==> config.mk <==
export PLATFORM = sky130hd
export DESIGN_NAME = running_light_ctrl_flat
export DESIGN_NICKNAME = d
export VERILOG_FILES = /design/src/rtl/running_light_ctrl_if.sv /design/src/rtl/running_light_ctrl.sv /design/src/flat_wrapper.sv
export SDC_FILE = /design/constraint.sdc
export NUM_CORES = 1
export LEC_CHECK = 0
export ABC_AREA = 1
export BUFFER_PORTS_ARGS = -buffer_cell sky130_fd_sc_hd__buf_4
export CAP_MARGIN = 0
export CORE_UTILIZATION = 40
export CTS_BUF_LIST = sky130_fd_sc_hd__clkbuf_8
export DETAILED_ROUTE_END_ITERATION = 12
export SLEW_MARGIN = 0
export SYNTH_ARGS = -nofsm -noshare
export SYNTH_HDL_FRONTEND = slang
export SYNTH_SLANG_ARGS = --single-unit
==> constraint.sdc <==
create_clock -name sys_clk -period 3.95 [get_ports sys_clk]
set_input_delay 0.1975 -clock sys_clk [delete_from_list [all_inputs] [get_ports sys_clk]]
set_output_delay 0.1975 -clock sys_clk [all_outputs]
set_load 0.03 [all_outputs]
==> src/rtl/running_light_ctrl_if.sv <==
// Step/control inputs and LED/position outputs of the running-light controller.
interface running_light_ctrl_if #(
  parameter int LED_NUM = 4,
  parameter int POS_W   = 4
);
  logic               step_in;
  logic               en;
  logic [1:0]         mode;
  logic [LED_NUM-1:0] led;
  logic [POS_W-1:0]   pos;
  logic               sweep_done;

  modport master (output step_in, en, mode, input led, pos, sweep_done);
  modport slave  (input step_in, en, mode, output led, pos, sweep_done);
endinterface

==> src/rtl/running_light_ctrl.sv <==
// Single lit LED advanced by each level change of step_in; no backpressure.
// Latency: pos/sweep_done update 2 edges after step_in is first captured, led one edge later.
module running_light_ctrl #(
  parameter int   LED_NUM        = 4,
  parameter logic LED_ACTIVE_LOW = 1'b0,
  parameter int   POS_W          = 4
) (
  input  logic                  sys_clk,
  input  logic                  sys_rst_n,
  running_light_ctrl_if.slave   bus
);

  typedef enum logic {LEFT = 1'b0, RIGHT = 1'b1} dir_t;

  localparam logic [POS_W-1:0]   ZERO    = '0;
  localparam logic [POS_W-1:0]   ONE     = POS_W'(1);
  localparam logic [POS_W-1:0]   LAST    = POS_W'(LED_NUM - 1);
  localparam logic [POS_W-1:0]   PRELAST = POS_W'(LED_NUM - 2);
  localparam logic [LED_NUM-1:0] LED_ONE = LED_NUM'(1);
  localparam logic [LED_NUM-1:0] LED_INV = {LED_NUM{LED_ACTIVE_LOW}};

  logic               s1_q, s2_q, s3_q;
  logic [POS_W-1:0]   pos_q, pos_d;
  dir_t               dir_q, dir_d;
  logic               sweep_q, sweep_d;
  logic [LED_NUM-1:0] led_q, led_d;
  logic               step;

  assign step = s2_q ^ s3_q;

  always_ff @(posedge sys_clk or negedge sys_rst_n) begin
    if (!sys_rst_n) begin
      s1_q    <= 1'b0;
      s2_q    <= 1'b0;
      s3_q    <= 1'b0;
      pos_q   <= ZERO;
      dir_q   <= LEFT;
      sweep_q <= 1'b0;
      led_q   <= LED_ONE ^ LED_INV;
    end else begin
      s1_q    <= bus.step_in;
      s2_q    <= s1_q;
      s3_q    <= s2_q;
      pos_q   <= pos_d;
      dir_q   <= dir_d;
      sweep_q <= sweep_d;
      led_q   <= led_d;
    end
  end

  always_comb begin
    pos_d   = pos_q;
    dir_d   = dir_q;
    sweep_d = 1'b0;
    if (step && bus.en) begin
      unique case (bus.mode)
        2'b00: begin
          dir_d = LEFT;
          if (pos_q == LAST) begin
            pos_d   = ZERO;
            sweep_d = 1'b1;
          end else begin
            pos_d = pos_q + ONE;
          end
        end
        2'b01: begin
          dir_d = RIGHT;
          if (pos_q == ZERO) begin
            pos_d   = LAST;
            sweep_d = 1'b1;
          end else begin
            pos_d = pos_q - ONE;
          end
        end
        2'b10: begin
          // Bounce happens on the step that would leave the range, so end LEDs light once.
          if (dir_q == LEFT) begin
            if (pos_q == LAST) begin
              dir_d = RIGHT;
              pos_d = PRELAST;
            end else begin
              pos_d = pos_q + ONE;
            end
          end else begin
            if (pos_q == ZERO) begin
              dir_d = LEFT;
              pos_d = ONE;
            end else begin
              pos_d = pos_q - ONE;
            end
          end
          sweep_d = (pos_d == ZERO);
        end
        2'b11: begin
        end
      endcase
    end
    led_d = bus.en ? ((LED_ONE << pos_q) ^ LED_INV) : LED_INV;
  end

  assign bus.pos        = pos_q;
  assign bus.led        = led_q;
  assign bus.sweep_done = sweep_q;

endmodule

==> src/flat_wrapper.sv <==
// flat-port wrapper written by rule: the top's interface ports become plain ports
module running_light_ctrl_flat 
#(
  parameter int   LED_NUM        = 4,
  parameter logic LED_ACTIVE_LOW = 1'b0,
  parameter int   POS_W          = 4
)
  (sys_clk, sys_rst_n, bus_step_in, bus_en, bus_mode, bus_led, bus_pos, bus_sweep_done);
  running_light_ctrl_if #(.LED_NUM(LED_NUM), .POS_W(POS_W)) bus_i ();
  input  logic sys_clk;
  input  logic sys_rst_n;
  input wire logic [$bits(bus_i.step_in)-1:0] bus_step_in;
  input wire logic [$bits(bus_i.en)-1:0] bus_en;
  input wire logic [$bits(bus_i.mode)-1:0] bus_mode;
  output wire logic [$bits(bus_i.led)-1:0] bus_led;
  output wire logic [$bits(bus_i.pos)-1:0] bus_pos;
  output wire logic [$bits(bus_i.sweep_done)-1:0] bus_sweep_done;
  assign bus_i.step_in = bus_step_in;
  assign bus_i.en = bus_en;
  assign bus_i.mode = bus_mode;
  assign bus_led = bus_i.led;
  assign bus_pos = bus_i.pos;
  assign bus_sweep_done = bus_i.sweep_done;
  running_light_ctrl #(.LED_NUM(LED_NUM), .LED_ACTIVE_LOW(LED_ACTIVE_LOW), .POS_W(POS_W)) u_core (.sys_clk(sys_clk), .sys_rst_n(sys_rst_n), .bus(bus_i));
endmodule
== Word-level counts from Yosys, hierarchy flattened ==
Cells that the tools add are included.
W data, S select, Z words.

* Input port bits: 6
* Register bits: 13
* Logic and storage cells: 36

* Add/subtract/negate cells: 2
* Bitwise operators: 1
* Eq/ne operators: 3
* Shifts and indexed selects: 1
* Reductions and logical operators: 6
* Multiplexer cells: 16

{| class="wikitable"
|+ Operators by type and width
! cell !! count
|-
| $mux W4 || 8
|-
| $pmux W4 S3 || 1
|-
| $logic_not A4 Y1 || 2
|-
| $pmux W1 S3 || 2
|-
| $mux W1 || 5
|-
| $add A4 B1 Y4 const B || 1
|-
| $eq A4 B2 Y1 const B || 1
|-
| $shl A1 B4 Y4 const A || 1
|-
| $sub A4 B1 Y4 const B || 1
|-
| $reduce_bool A3 Y1 || 1
|-
| $eq A2 B1 Y1 const B || 1
|-
| $eq A2 B2 Y1 const B || 1
|-
| $logic_not A2 Y1 || 1
|-
| $reduce_and A2 Y1 || 1
|-
| $logic_and A1 B1 Y1 || 1
|-
| $xor A1 B1 Y1 || 1
|}

== Depth between registers and ports, before layout ==
* Depth after elaboration: 8
* Depth in mapped cells: 11
* Mapped depth without buffers: 11

== Least setup slack after synthesis ==
Ideal clock, no wire load.

* Path kind: flip-flop to flip-flop
* From: register u_core.pos_q[0] (netlist: u_core.bus.pos[0])
* To: register u_core.sweep_q (netlist: u_core.bus.sweep_done)
* Arrival time: 1716 ps
* Path slack: 2157 ps
* Buffers on the path: 0
* Stages on the path, launching flop included: 9
* Period minus slack after synthesis: 1793 ps
* Library setup time: 77 ps
* Data required time: 3873 ps
* Cell sequence: dfrtp_1 -> inv_1 -> ha_1 -> or2_2 -> nand3_1 -> nand2_1 -> nor2_1 -> nand3_1 -> a21oi_1

* Longest elaborated chain between the ends: 8

{| class="wikitable"
|+ RTL lines
! item !! line !! RTL
|-
| from (decl) || running_light_ctrl.sv:23 || <nowiki>logic [POS_W-1:0] pos_q, pos_d;</nowiki>
|-
| from (signal assigned) || running_light_ctrl.sv:44 || <nowiki>pos_q <= pos_d;</nowiki>
|-
| $add A4 B1 Y4, or another cell as far along || running_light_ctrl.sv:82 || <nowiki>pos_d = pos_q + ONE;</nowiki>
|-
| $mux W4, on equally long branches || running_light_ctrl.sv:78, running_light_ctrl.sv:85 ||
|-
| $mux W4 || running_light_ctrl.sv:77 || <nowiki>if (dir_q == LEFT) begin</nowiki>
|-
| $mux W4 || running_light_ctrl.sv:56 || <nowiki>unique case (bus.mode)</nowiki>
|-
| $mux W4 || running_light_ctrl.sv:55 || <nowiki>if (step && bus.en) begin</nowiki>
|-
| $logic_not A4 Y1 || running_light_ctrl.sv:92 || <nowiki>sweep_d = (pos_d == ZERO);</nowiki>
|-
| $pmux W1 S3 (*) || running_light_ctrl.sv:56 ||
|-
| $mux W1 (*) || running_light_ctrl.sv:55 ||
|-
| named net u_core.sweep_d || running_light_ctrl.sv:25 || <nowiki>logic sweep_q, sweep_d;</nowiki>
|-
| to (signal assigned) || running_light_ctrl.sv:46 || <nowiki>sweep_q <= sweep_d;</nowiki>
|-
| to (decl) || running_light_ctrl.sv:25 ||
|}

The timed path passes the listed nets; every way through them passes the cells marked *. The select of a mux whose other input is x is not followed.
A chain may end at the register's enable or synchronous reset.

== Worst setup path after layout ==
Ends and elaborated chain as after synthesis.

==> results.cfg <==
[final_layout]
diodes = 0
nets = 151
drive_gt1_share_pct = 18.2
final_cells = 164
syn_to_final_growth_pct = 23.2
mostFrequentLayoutCell = nand2_1
final_area_um2 = 1040
mostFrequentLayoutCells = nand2_1, inv_1, buf_4

[grt]
grt_pass1_vias = 683
grt.overflow.total = 0
grt_antenna_before_repair = 0
grt_use_total_pct = 19.8
grt_start_max_net_pins = 14
grt_pass1_wl_um = 3070

[routing]
ant_nets = 0
vias_per_cell = 4.85
wire_per_inst_um = 11.6
vias = 795
first_pass_iters = 4
first_iter_violations = 17
drc = 0
finalWirelength_um = 1900

[cts]
cts_made_buffers = 3
path_clk_slew_ps = 60
cts_setup_buffers = 0
htreeDepth = 1
clock-sinks = 13
cts_tree = done
cts_buffer_depth = 2
clkLatencyLatePin_ps = 240
cts-root-buf = clkbuf_8

[placed_design]
dp.cells = 159
routabilityCongestion = 0.881
dpl-instance-area_um2 = 981
dp_hpwl_um = 1420
portBuffers = 14

[worst_hold_path]
hp-class = primary input to flip-flop

[die]
initial_core_util_pct = 42.9
dieArea_um2 = 2290
io_pins = 15
num_rows = 16
fp.dieH_um = 47.9
die_x_um = 47.9
core_area_um2 = 1960

[logic_synthesis]
ys_types = 16
yosys_register_bits = 13
ys_seq_area_share_pct = 38.8
syn_inst = 118
synthDominantCellAreaShare_pct = 35.7
yosysTopAreaCell = dfrtp_1
synthTopCellsByArea = dfrtp_1, nand2_1, ha_1
netlist_area_um2 = 842
synthesis.nets = 131
syn-mean-instance-area_um2 = 7.14
yosysWarnings = 0

[sta]
period_share_pct = 43.9
finClkSkew_ps = 3.90
finalSetupTns_ps = 0
relSlewSlack_pct = 81.8
fin_crit_ps = 1730
finalHoldViolCount = 0
setup_viol = 0
clock.fmax_mhz = 577
worst_pin_slew_ps = 274
finalMaxSlewViolations = 0
rsz0062_at_grt = false

[worst_setup_path]
crit_path_start_kind = flip-flop
cp.arrival_ps = 1910
crit_type = flip-flop to flip-flop
required_ps = 4120
endpoint_kind = flip-flop
path_max_fanout = 7

[power_and_ir_drop]
power.leakage_nw = 0.556
powerDensity_nw_per_um2 = 562
ir_drop_mv = 0.338

[job]
max_cap_violations = 0

[status]
status = complete, no violations
[power by group]
part	internal, mW	switching [mW]	total, mW
Clock	0.0697	0.0508	0.120
Sequential	0.156	0.0310	0.187
Combinational	0.0965	0.178	0.275
[logic make-up after synthesis]
kind of cell / count (synthesis) / share of synthesized area [%]
flip-flops: 13 / 38.8
AO/OA/AOI/OAI: 14 / 8.62
adder cells (fa/ha/maj): 7 / 10.4
AND/OR/NAND/NOR: 69 / 35.5
buffers and inverters: 15 / 6.69
[cell type report]
| cell class | instances | area (um2) |
|---|---|---|
| tap | 27 | 33.8 |
| timing repair buffer | 15 | 115 |
| inverter | 15 | 56.3 |
| clock buffer | 3 | 41.3 |
| multi-input combinational | 90 | 459 |
| sequential | 13 | 327 |
| clock inverter | 1 | 5.00 |
| fill | 217 | 925 |
[worst max-delay path, stage by stage (launching register included)]
cell	delay [ps]
dfrtp_1	460
inv_1	160
ha_1	250
or2_2	310
nand3_1	90
nand2_1	70
nor2_1	120
nand3_1	80
a21oi_1	120
[state kept, by name, summed over array words and instances, names as in the netlist]
| name | cells |
|---|---|
| u_core.dir_q | 1 |
| u_core.bus.led | 4 |
| u_core.s3_q | 1 |
| u_core.s1_q | 1 |
| u_core.bus.pos | 4 |
| u_core.bus.sweep_done | 1 |
| u_core.s2_q | 1 |
[per-stage QoR]
step	power [mW]	hold slack [ps]	util (%)	worst slack, ps
floorplan	0.382	-98.1	-	2160
global placement	0.459	52.6	50.0	2300
detailed placement	0.460	56.1	50.0	2240
CTS	0.587	52.9	52.9	2210
global route	0.632	48.6	52.9	2050
finish	0.583	59.2	52.9	2220
[routing by layer]
layer	part of all wire [%]	vias to the layer above	GRT usage (%)
met5	0	-	0
met3	5.1	4	3.40
li1	-	415	-
met4	1.2	0	8.33
met1	47	354	28.0
met2	47	22	29.7
[Yosys cell counts]
library cell and instances:
a21oi_1 7, dfrtp_1 12, dfstp_2 1, ha_1 7, inv_1 15, nand2_1 38, nand2_2 3, nand3_1 11
nand3b_1 1, nand4_1 1, nor2_1 12, nor2_2 1, nor2_4 1, o21ai_0 5, o22ai_1 2, or2_2 1
[timing repair]
| action | in CTS | in global routing |
|---|---|---|
| resized for setup | 0 | 0 |
| endpoints found under the hold margin | 12 | 0 |
| hold buffers | 1 | 0 |
[worst paths after layout]
| path | start | end | slack (ps) | cells after the start |
|---|---|---|---|---|
| worst max-delay path | u_core.bus.pos[0]$_DFFE_PN0P_ | u_core.bus.sweep_done$_DFF_PN0_ | 2220 | 8 |
| worst min-delay path | bus_step_in | u_core.s1_q$_DFF_PN0_ | 60 | 1 |
| worst max register to register | u_core.bus.pos[0]$_DFFE_PN0P_ | u_core.bus.sweep_done$_DFF_PN0_ | 2220 | 8 |
| worst min register to register | u_core.s1_q$_DFF_PN0_ | u_core.s2_q$_DFF_PN0_ | 350 | 0 |
| max in group asynchronous | sys_rst_n | u_core.bus.led[0]$_DFF_PN1_ | 3370 | 2 |
| min in group asynchronous | sys_rst_n | u_core.bus.pos[3]$_DFFE_PN0P_ | 350 | 2 |
(Power assumes the default switching activity.)
